File: config.mk
export PLATFORM = sky130hd
export DESIGN_NAME = pixel_stream_gen
export DESIGN_NICKNAME = d
export VERILOG_FILES = /design/src/rtl/pixel_stream_gen.sv
export SDC_FILE = /design/constraint.sdc
export NUM_CORES = 1
export LEC_CHECK = 0
export ABC_AREA = 1
export BUFFER_PORTS_ARGS = -buffer_cell sky130_fd_sc_hd__clkbuf_2
export CAP_MARGIN = 10
export CORE_AREA = 2 2 86 88
export CTS_CLUSTER_SIZE = 16
export DETAILED_ROUTE_END_ITERATION = 16
export DIE_AREA = 0 0 88 90
export HOLD_SLACK_MARGIN = 0.15
export SLEW_MARGIN = 20
export SYNTH_ARGS = -nofsm -noshare
export SYNTH_HDL_FRONTEND = slang
export SYNTH_SLANG_ARGS = --single-unit
export TNS_END_PERCENT = 20
File: constraint.sdc
create_clock -name clk -period 1.5 [get_ports clk]
set_input_delay 0.225 -clock clk [delete_from_list [all_inputs] [get_ports clk]]
set_output_delay 0.225 -clock clk [all_outputs]
set_load 0.01 [all_outputs]
File: src/rtl/pixel_stream_gen.sv
// pixel_stream_gen: camera-style vsync/href/clken frame source
// fed from a valid/ready pixel stream; all framing outputs are registered.
module pixel_stream_gen #(
  parameter int DATA_WIDTH = 8,
  parameter int IMG_WIDTH  = 640,
  parameter int IMG_HEIGHT = 480,
  parameter int H_BLANK    = 160,
  parameter int VSYNC_LEN  = 4,
  parameter int V_BACK     = 10,
  parameter int V_FRONT    = 10,
  parameter int CLK_DIV    = 1
) (
  input  logic                  clk,
  input  logic                  rst_n,
  input  logic                  en,
  input  logic                  in_valid,
  output logic                  in_ready,
  input  logic [DATA_WIDTH-1:0] in_data,
  output logic                  post_frame_vsync,
  output logic                  post_frame_href,
  output logic                  post_frame_clken,
  output logic [DATA_WIDTH-1:0] post_img_y,
  output logic                  frame_done,
  output logic                  busy
);

  localparam int M1   = (VSYNC_LEN > V_BACK) ? VSYNC_LEN : V_BACK;
  localparam int M2   = (H_BLANK > V_FRONT) ? H_BLANK : V_FRONT;
  localparam int BMAX = (M1 > M2) ? M1 : M2;
  localparam int BW   = (BMAX > 1) ? $clog2(BMAX) : 1;
  localparam int XW   = $clog2(IMG_WIDTH + 1);
  localparam int YW   = (IMG_HEIGHT > 1) ? $clog2(IMG_HEIGHT) : 1;
  localparam int DW   = $clog2(CLK_DIV) + 1;

  typedef enum logic [2:0] {
    IDLE, VSYNC, VBP, ACTIVE, HBLANK, VFP, DONE
  } state_t;

  state_t          state;
  logic [BW-1:0]   cnt;
  logic [BW-1:0]   cnt_last;
  logic [XW-1:0]   col;
  logic [YW-1:0]   row;
  logic [DW-1:0]   div_cnt;
  logic            xfer;
  logic            blank_end;
  logic            line_end;
  logic            last_row;

  assign in_ready  = (state == ACTIVE) && (div_cnt == '0);
  assign xfer      = in_valid && in_ready;
  assign busy      = (state != IDLE);
  assign last_row  = (row == YW'(IMG_HEIGHT - 1));
  assign blank_end = (cnt == cnt_last);

  // With CLK_DIV>1 the line keeps its last pixel slot open until the
  // divider drains, so every line spans IMG_WIDTH*CLK_DIV cycles.
  assign line_end = (CLK_DIV == 1)
    ? (xfer && (col == XW'(IMG_WIDTH - 1)))
    : ((col == XW'(IMG_WIDTH)) && (div_cnt == DW'(1)));

  always_comb begin
    cnt_last = BW'(V_FRONT - 1);
    unique case (1'b1)
      (state == VSYNC):  cnt_last = BW'(VSYNC_LEN - 1);
      (state == VBP):    cnt_last = BW'(V_BACK - 1);
      (state == HBLANK): cnt_last = BW'(H_BLANK - 1);
      default:           cnt_last = BW'(V_FRONT - 1);
    endcase
  end

  always_ff @(posedge clk or negedge rst_n) begin
    if (!rst_n) begin
      state            <= IDLE;
      cnt              <= '0;
      col              <= '0;
      row              <= '0;
      div_cnt          <= '0;
      post_frame_vsync <= 1'b0;
      post_frame_href  <= 1'b0;
      post_frame_clken <= 1'b0;
      post_img_y       <= '0;
      frame_done       <= 1'b0;
    end else begin
      post_frame_vsync <= (state == VSYNC);
      post_frame_href  <= (state == ACTIVE);
      post_frame_clken <= xfer;
      frame_done       <= (state == DONE);
      if (xfer)
        post_img_y <= in_data;
      else if (state != ACTIVE)
        post_img_y <= '0;
      if (xfer)
        div_cnt <= DW'(CLK_DIV - 1);
      else if (div_cnt != '0)
        div_cnt <= div_cnt - DW'(1);
      unique case (state)
        IDLE: begin
          cnt <= '0;
          if (en) state <= VSYNC;
        end
        VSYNC: begin
          cnt <= blank_end ? '0 : cnt + BW'(1);
          if (blank_end) state <= VBP;
        end
        VBP: begin
          cnt <= blank_end ? '0 : cnt + BW'(1);
          if (blank_end) begin
            state <= ACTIVE;
            col   <= '0;
            row   <= '0;
          end
        end
        ACTIVE: begin
          cnt <= '0;
          if (xfer) col <= col + XW'(1);
          if (line_end) state <= HBLANK;
        end
        HBLANK: begin
          cnt <= blank_end ? '0 : cnt + BW'(1);
          if (blank_end) begin
            if (last_row) begin
              state <= VFP;
            end else begin
              state <= ACTIVE;
              row   <= row + YW'(1);
              col   <= '0;
            end
          end
        end
        VFP: begin
          cnt <= blank_end ? '0 : cnt + BW'(1);
          if (blank_end) state <= DONE;
        end
        DONE: begin
          cnt   <= '0;
          state <= en ? VSYNC : IDLE;
        end
        default: state <= IDLE;
      endcase
    end
  end

endmodule

# After elaboration in Yosys (flattened, before gate mapping)
# Cells that the tools add are included.
[classes]
n_bitwise = 1
reduce_logical = 14
addsub = 4
muxes = 25
eq_ne = 18
[ops]
columns = ["op", "count"]
rows = [
  ["$mux 10", 4],
  ["$pmux 8 s2", 2],
  ["$pmux 10 s3", 1],
  ["$mux 9", 3],
  ["$mux 8", 3],
  ["$mux 3", 7],
  ["$pmux 3 s7", 1],
  ["$pmux 9 s2", 1],
  ["$ne 2x2->1 const B", 8],
  ["$add 10x1->10 const B", 1],
  ["$eq 10x10->1 const B", 1],
  ["$add 9x1->9 const B", 1],
  ["$eq 3x3->1 const B", 3],
  ["$eq 9x9->1 const B", 1],
  ["$add 8x1->8 const B", 1],
  ["$eq 8x8->1", 1],
  ["$eq 3x2->1 const B", 2],
  ["$reduce_and 6->1", 1],
  ["$reduce_bool 2->1", 3],
  ["$reduce_bool 3->1", 2],
  ["$reduce_and 5->1", 1],
  ["$reduce_and 4->1", 1],
  ["$reduce_or 4->1", 1],
  ["$eq 3x1->1 const B", 1],
  ["7 further kinds", 11],
]
[totals]
register_bits = 43
word_cells = 72
in_bits = 12

# Longest topological paths before layout
# Gate-level depths: netlist of run 1.
[depth]
ltp_word = 6
ltp_mapped = 12
mapped_depth_nobuf = 10

# Least setup slack after synthesis of run 1
# Ideal clock, no wire load.
[synth_timing]
path_type = "register -> register"
startpoint = "reg state[0]"
endpoint = "reg row[7]"
slack_ns = -0.131
required_time_ns = 1.382
synth_period_minus_slack_ns = 1.631
arrival_ns = 1.513
setup_time_ns = 0.118
path_stages_with_launch = 13
path_cell_list = "dfrtp_1 buf_4 inv_2 nand2_2 nor2_8 nor2_2 nor2_4 nand3_4 nand2_4 nand2_4 buf_6 nand2_2 o21ai_2"
[synth_via]
elab_chain_len = 5
elab_cells_between_ends = 11
cone_classes = "eq/ne: 7; mux: 2; reduce/logical: 2"
[synth_lines]
columns = ["item", "line", "text"]
rows = [
  ["from (decl)", "39", "state_t state;"],
  ["from (signal assigned)", "137", "state <= en ? VSYNC : IDLE;"],
  ["$eq 3x3->1 or $eq 3x1->1 (tied branches)", "67, 97, 65", ""],
  ["$pmux 8 s2", "64", "unique case (1'b1)"],
  ["$eq 8x8->1", "54", "assign blank_end = (cnt == cnt_last);"],
  ["$ne 2x2->1 (no line)", "--", ""],
  ["$reduce_and 4->1 (no line)", "--", ""],
  ["to (signal assigned)", "126", "row <= row + YW'(1);"],
  ["to (decl)", "43", "logic [YW-1:0] row;"],
]
# Parallel ways exist; a longest one is shown, timed or not.
# A chain may end at the register's enable or synchronous reset.

# Worst setup path in the final report of run 1
[layout_timing]
startpoint = "reg state[0]"
endpoint = "reg col[5]"
[layout_via]
elab_chain_len = 5
elab_cells_between_ends = 15
cone_classes = "eq/ne: 9; mux: 2; reduce/logical: 4"
[layout_lines]
columns = ["item", "line", "text"]
rows = [
  ["$eq 3x3->1 (tied with other cells)", "67, 97", ""],
  ["$pmux 8 s2 or $logic_and 1x1->1 (tied branches)", "64, 50", ""],
  ["$eq 8x8->1 or $logic_and 1x1->1 (tied branches)", "54, 51", ""],
  ["$ne 2x2->1 (no line)", "--", ""],
  ["$reduce_and 5->1 (no line)", "--", ""],
  ["to (signal assigned)", "116", "if (xfer) col <= col + XW'(1);"],
  ["to (decl)", "42", "logic [XW-1:0] col;"],
]
# Parallel ways exist; a longest one is shown, timed or not.

==> results.yml, run 1 <==
drt:
  vias: 2332
  vias_per_cell: 4.65
  drcViolationCount: 0
  ant_nets: 0
  wl_per_cell_um: 12.3
  drt_first_pass_iters: 4
  wl_um: 6180
  dr.first_iter.drc_count: 120
final_layout:
  fill_cells: 648
  diodes: 0
  finalNonFillerCells: 501
  drive_gt1_share_pct: 41.0
  layout.nets: 416
  syn2layout_area_growth_pct: 48.4
power:
  leakage_nw: 1.74
  p_per_area_mw_per_mm2: 1460
  ir_drop_uv: 1020
  total_power_mw: 5.16
place:
  dp.cells: 473
  hpwl_um: 3960
  dpl_worst_slack_ns: -0.206
  port_buffers: 25
  place_congestion: 0.849
sta:
  whs_ns: 0.267
  hold_violations: 0
  slew_violations: 0
  setup_slack_ns: -0.162
  finClkSkew_ns: 0.00539
  slew_headroom_pct: 80.7
  setup_viol: 31
  worst_pin_slew_ns: 0.287
  max_freq_mhz: 602
  min_period_over_period_pct: 111
  tns_ns: -3.16
  rsz0062_at_grt: "true"
  period_minus_slack_ns: 1.66
worst_setup_path:
  start_kind: "register"
  endpoint_kind: "register"
  critPathRequiredTime_ns: 1.70
  crit_arrival_ns: 1.86
  crit_fanout: 5
  criticalPathCategory: "reg -> reg"
global_route:
  grtUsageMet3_pct: 3.12
  grt_overflow: 0
  grt_max_degree: 43
  use_met2_pct: 27.2
  grt_pass1_vias: 2370
  grt_most_used_layer: "met2"
  antenna_found_initial: 0
  groute.layer.met1.usage_pct: 22.6
  grt.total_usage_pct: 16.7
  grt_pass1_wl_um: 10700
die:
  core_area_mm2: 0.00702
  core.rowCount: 31
  die-area_mm2: 0.00792
  initial_utilization_pct: 33.9
  die_h_um: 90
  io_pins: 26
  die_w_um: 88
synth:
  yosysTopAreaCell: "dfrtp_1"
  yosys.area_share.simple_pct: 36.5
  syn_area_per_cell_um2: 7.96
  synth_area_mm2: 0.00238
  yosysWarnings: 0
  synth_seq_cells: 42
  synthTopCellsByCount: "nand2_1 (86), dfrtp_1 (42), nand3_1 (34)"
  synth_top_area_share_pct: 44.1
  synth_cell_types: 33
  ys_async_sr_fraction_pct: 100
  ys.flop_type: "dfrtp_1"
  netlist_top_cells_area: "dfrtp_1 (44%), nand2_1 (14%), nand3_1 (7.1%), inv_1 (3.8%), nand4_1 (3.4%)"
  synth-xor-area-share_pct: 2.21
  synth_top_family_by_area: "simple AND/OR/NAND/NOR gates"
  synth_edf_count: 0
  yosysMostFrequentCell: "nand2_1"
  syn-num-nets: 314
  ys_seq_area_share_pct: 44.1
  synth_mux_area_share_pct: 0
  synth_compound_area_share_pct: 9.41
  syn_inst: 299
  synthAdderAreaFrac_pct: 1.58
clocking:
  h-tree-depth: 2
  insertion_delay_ns: 0.30
  cts_tree: "yes"
  clk_pin_slew_ns: 0.08
  root_buffer: "clkbuf_8"
  cts.sinks: 42
  clock_path_buffers: 2
  numCtsBuffers: 5
hold_path:
  hold_class: "in -> reg"
outcome:
  violations: "setup timing"
  status: "complete, but fails checks"
flow_run:
  drv_cap: 0
==> worst paths after layout <==
| path | slack, ns | startpoint | cells past startpoint | to |
|---|---|---|---|---|
| setup / recovery | -0.16 | state[0] | 10 | col[5] |
| hold / removal | 0.27 | en | 3 | state[0] |
| setup reg to reg | -0.16 | state[0] | 10 | col[5] |
| hold reg to reg | 0.52 | post_img_y[0] | 2 | post_img_y[0] |
| max in group asynchronous | 0.84 | rst_n | 3 | state[2] |
| min in group asynchronous | 0.43 | rst_n | 3 | col[1] |
==> kinds of logic (layout without fill, tap and decap cells) <==
family	after synthesis	count (layout)
simple gates	179	181
buf+inv	35	136
compound gates	34	34
fa+ha+maj	3	3
flops	42	42
xor+xnor	6	6
==> through the flow <==
stage | utilization [%] | cell area, µm²
2_1_floorplan | - | 2400
3_3_place_gp | 43.5 | 3050
3_5_place_dp | 43.5 | 3050
4_1_cts | 48.0 | 3370
5_1_grt | 50.3 | 3530
6_report | 50.3 | 3530
==> layout by cell type, fill, tap and decap left out, types with 2 or more instances in the layout <==
master,instances
buf_6,5
buf_4,56
dfrtp_2,3
or2_2,4
inv_2,4
nand2_1,64
dlygate4sd3_1,9
o21ai_0,9
nor2_2,4
dfrtp_1,39
o22ai_1,2
buf_12,3
o21bai_1,4
nand2_8,3
clkbuf_8,5
nor3b_1,3
nand4_1,13
clkbuf_1,2
nor2_1,13
o21ai_2,9
nand2_4,3
nand2_2,24
nand3_4,4
o21ai_1,5
inv_1,22
nor3_1,5
inv_4,2
a21oi_1,3
nor2_4,5
clkbuf_2,25
ha_1,3
xor2_1,6
nand3_1,33
==> what timing repair did <==
item | CTS | global route
buffers inserted | 4 | 5
endpoints found under the hold margin | 50 | 0
endpoints found under the setup margin | 38 | 36
pin swaps | 9 | 13
cloned | 2 | 0
hold buffers | 9 | 0
resized for setup | 19 | 36
==> where the power goes <==
group          leakage, nW  switching, mW  internal [mW]  total [mW]
registers            0.573          0.126           1.29        1.41
clock network       0.0524          0.411          0.499       0.910
logic                 1.11           1.58           1.25        2.84
total                 1.74           2.12           3.04        5.16
==> routing by layer <==
metal | routed length, µm | part of all wire, %
met1 | 2880 | 47
met2 | 3100 | 50
met3 | 133 | 2.2
met4 | 63 | 1.0
met5 | 0 | 0
==> final cells by class <==
type	count	area, µm²	area share (%)
Multi-Input combinational cell	224	1370	38.7
Clock inverter	1	30.0	0.850
Inverter	30	130	3.68
Timing Repair Buffer	98	752	21.3
Tap cell	99	124	3.50
Clock buffer	7	76.3	2.16
Sequential cell	42	1050	29.8
==> flip-flops by register name, summed over array words and instances, names as in the netlist <==
register,flops
cnt,8
post_img_y,8
col,10
post_frame_href,1
post_frame_clken,1
frame_done,1
row,9
state,3
post_frame_vsync,1
==> critical path: stages (launching register included) <==
cell	delay [ns]
dfrtp_2	0.45
buf_12	0.15
buf_6	0.11
nand4_1	0.11
nand2_2	0.08
nor2_4	0.10
nand3_4	0.12
nand2_8	0.16
nand3_4	0.14
nand2_1	0.10
nand2_1	0.05
Power figures use the tool's default switching activity.
==> run 2: changes to the inputs <==
--- a/config.mk
+++ b/config.mk
@@ -5,13 +5,12 @@
 export SDC_FILE = /design/constraint.sdc
 export NUM_CORES = 1
 export LEC_CHECK = 0
-export ABC_AREA = 1
 export BUFFER_PORTS_ARGS = -buffer_cell sky130_fd_sc_hd__clkbuf_2
 export CAP_MARGIN = 10
-export CORE_AREA = 2 2 86 88
+export CORE_AREA = 2 2 85 87
 export CTS_CLUSTER_SIZE = 16
 export DETAILED_ROUTE_END_ITERATION = 16
-export DIE_AREA = 0 0 88 90
+export DIE_AREA = 0 0 87 89
 export HOLD_SLACK_MARGIN = 0.15
 export SLEW_MARGIN = 20
 export SYNTH_ARGS = -nofsm -noshare
==> run 2 against run 1 <==
Against the previous run:
- the flow still finishes with violations (setup timing)
- utilization is 3.2 points lower
- non-clock buffer count is 20 lower
- power is 10% lower
- critical endpoint is now row[4]
- largest power group unchanged
- sequential power is 17% higher
- sequential cell count stayed put
==> results.yml, run 2 <==
worst_setup_path:
  crit_fanout: 5
  endpoint_kind: "register"
  crit_arrival_ns: 2.05
  worst-r2r-setup-slack_ns: -0.30
  criticalPathCategory: "reg -> reg"
  setup.worst_path.start: "state[0]"
  start_kind: "register"
  r2r-start: "state[0]"
  critPathRequiredTime_ns: 1.74
synth:
  synth_edf_count: 0
  synth_area_mm2: 0.00232
  yosysTopAreaCell: "dfrtp_1"
  synth-xor-area-share_pct: 0.754
  syn_area_per_cell_um2: 9.25
  yosysMostFrequentCell: "dfrtp_1"
  yosysWarnings: 0
  synth_top_family_by_area: "simple AND/OR/NAND/NOR gates"
  synth_top_area_share_pct: 45.3
  synth_seq_cells: 42
  yosys.area_share.simple_pct: 25.5
  ys_seq_area_share_pct: 45.3
  syn-num-nets: 266
  synthTopCellsByCount: "dfrtp_1 (42), nand2_1 (25), nand3_1 (19)"
  synthAdderAreaFrac_pct: 1.62
  ys.flop_type: "dfrtp_1"
  ys_async_sr_fraction_pct: 100
  synth_compound_area_share_pct: 15.7
  netlist_top_cells_area: "dfrtp_1 (45%), mux2i_1 (5.6%), nand3_1 (4.1%), nand2_1 (4.0%), a31oi_1 (3.8%)"
  syn_inst: 251
  synth_cell_types: 51
  synth_mux_area_share_pct: 6.09
sta:
  rsz0062_at_grt: "true"
  setup_viol: 31
  max_freq_mhz: 554
  min_period_over_period_pct: 120
  setup_slack_ns: -0.304
  period_minus_slack_ns: 1.80
  hold_violations: 0
  slew_headroom_pct: 63.1
  slew_violations: 0
  worst_pin_slew_ns: 0.554
  finClkSkew_ns: 0.0104
power:
  total_power_mw: 4.63
  p_comb_share_pct: 47.6
  cellInternalPower_mw: 2.79
  switchingPower_mw: 1.84
  p_sw_share_pct: 39.7
  p_per_area_mw_per_mm2: 1460
  p_seq_share_pct: 35.6
  leakage_nw: 1.47
  p_clk_share_pct: 16.8
  ir_drop_uv: 765
global_route:
  grt_overflow: 0
  grtUsageMet3_pct: 3.05
  grt_pass1_wl_um: 10300
  grt_most_used_layer: "met2"
  groute.layer.met1.usage_pct: 22.2
  grt_max_degree: 43
  use_met2_pct: 27.9
  grt_pass1_vias: 2126
  antenna_found_initial: 0
  grt.total_usage_pct: 16.8
place:
  hpwl_um: 3910
  port_buffers: 25
  place_congestion: 0.840
  placed_cell_area_mm2: 0.00280
final_layout:
  fin_area_mm2: 0.00317
  largest_register_ffs: 10
  largestRegisters: "col (10), row (9)"
  layout.nets: 338
  mostFrequentLayoutCell: "buf_4"
  mostFrequentLayoutCells: "buf_4 (40), dfrtp_1 (39), nand2_1 (25), clkbuf_2 (25), nand3_1 (18)"
  largest_register: "col"
  diodes: 0
  syn2layout_area_growth_pct: 36.5
  drive_gt1_share_pct: 36.1
outcome:
  status: "complete, but fails checks"
  violations: "setup timing"
die:
  core_area_mm2: 0.00672
  initial_utilization_pct: 34.6
  core.rowCount: 30
  die_w_um: 87
  io_pins: 26
  die-area_mm2: 0.00774
  die_h_um: 89
drt:
  vias_per_cell: 5.33
  drcViolationCount: 0
  wl_per_cell_um: 15.0
  ant_nets: 0
  dr.first_iter.drc_count: 85
  drt_first_pass_iters: 4
  wl_um: 6060
  vias: 2155
clocking:
  h-tree-depth: 2
  insertion_delay_ns: 0.31
  cts_tree: "yes"
  numCtsBuffers: 5
  root_buffer: "clkbuf_8"
  clock_path_buffers: 2
  clk_pin_slew_ns: 0.10
  cts.sinks: 42
hold_path:
  hold_class: "in -> reg"
  min_from: "in_data[3]"
flow_run:
  drv_cap: 0
## run 2: worst max-delay path: stages, from the launching register on
cell and delay (ns):
dfrtp_2 0.44, buf_6 0.12, and3b_1 0.22, o2111ai_2 0.18, a22o_4 0.29, or4_1 0.40, nand3_1 0.09
## run 2: cell families after synthesis
group,count (synthesis)
xor+xnor,2
fa+ha+maj,3
buf+inv,23
flops,42
compound gates,56
simple gates,111
mux,14
## run 2: repair_timing
action	CTS	global route
gates cloned	0	1
gates resized for setup	31	15
hold buffers	1	0
setup endpoints to repair	32	32
endpoints found under the hold margin	42	0
buffers inserted	10	0
pin swaps	9	8
## run 2: area by class of cell
type,count,area (µm²)
fill,619,3550
clock buffer,5,68.8
clock inverter,3,23.8
timing repair buffer,78,573
tap,80,100
sequential,42,1050
inverter,10,37.5
multi-input combinational,186,1310
## run 2: per-stage QoR
step | cells | hold WS, ns | utilization [%] | setup WS [ns] | setup TNS [ns]
final | 404 | 0.159 | 47.2 | -0.304 | -6.44
after CTS | 403 | 0.157 | 46.1 | -0.260 | -5.28
after floorplan | 251 | -0.0706 | - | -0.180 | -3.27
after global routing | 404 | 0.161 | 47.2 | -0.352 | -8.54
after global placement | 384 | 0.334 | 41.6 | -0.290 | -5.69
after detailed placement | 384 | 0.337 | 41.6 | -0.317 | -6.85
## run 2: worst paths after layout
check | endpoint | cells after the start
min | post_img_y[3] | 3
min reg2reg | row[8] | 1
min in group asynchronous | post_img_y[6] | 3
max | row[4] | 6
max in group asynchronous | state[2] | 3
max reg2reg | row[4] | 6
## run 2: layer usage
metal / up-vias / routed length (µm) / part of all wire [%]
met4: 0 / 120 / 2.0
met1: 1023 / 2760 / 46
met2: 52 / 2960 / 49
li1: 1069 / - / -
met3: 11 / 217 / 3.6
met5: - / 0 / 0
## run 2: power by group through the flow
stage          clock network (mW)  logic, mW  registers [mW]
3_5_place_dp                    0       1.80            1.66
4_1_cts                     0.812       2.13            1.65
2_1_floorplan                   0       1.08            1.69
3_3_place_gp                    0       1.75            1.65
5_1_grt                     0.846       2.45            1.70
6_report                    0.776       2.21            1.65
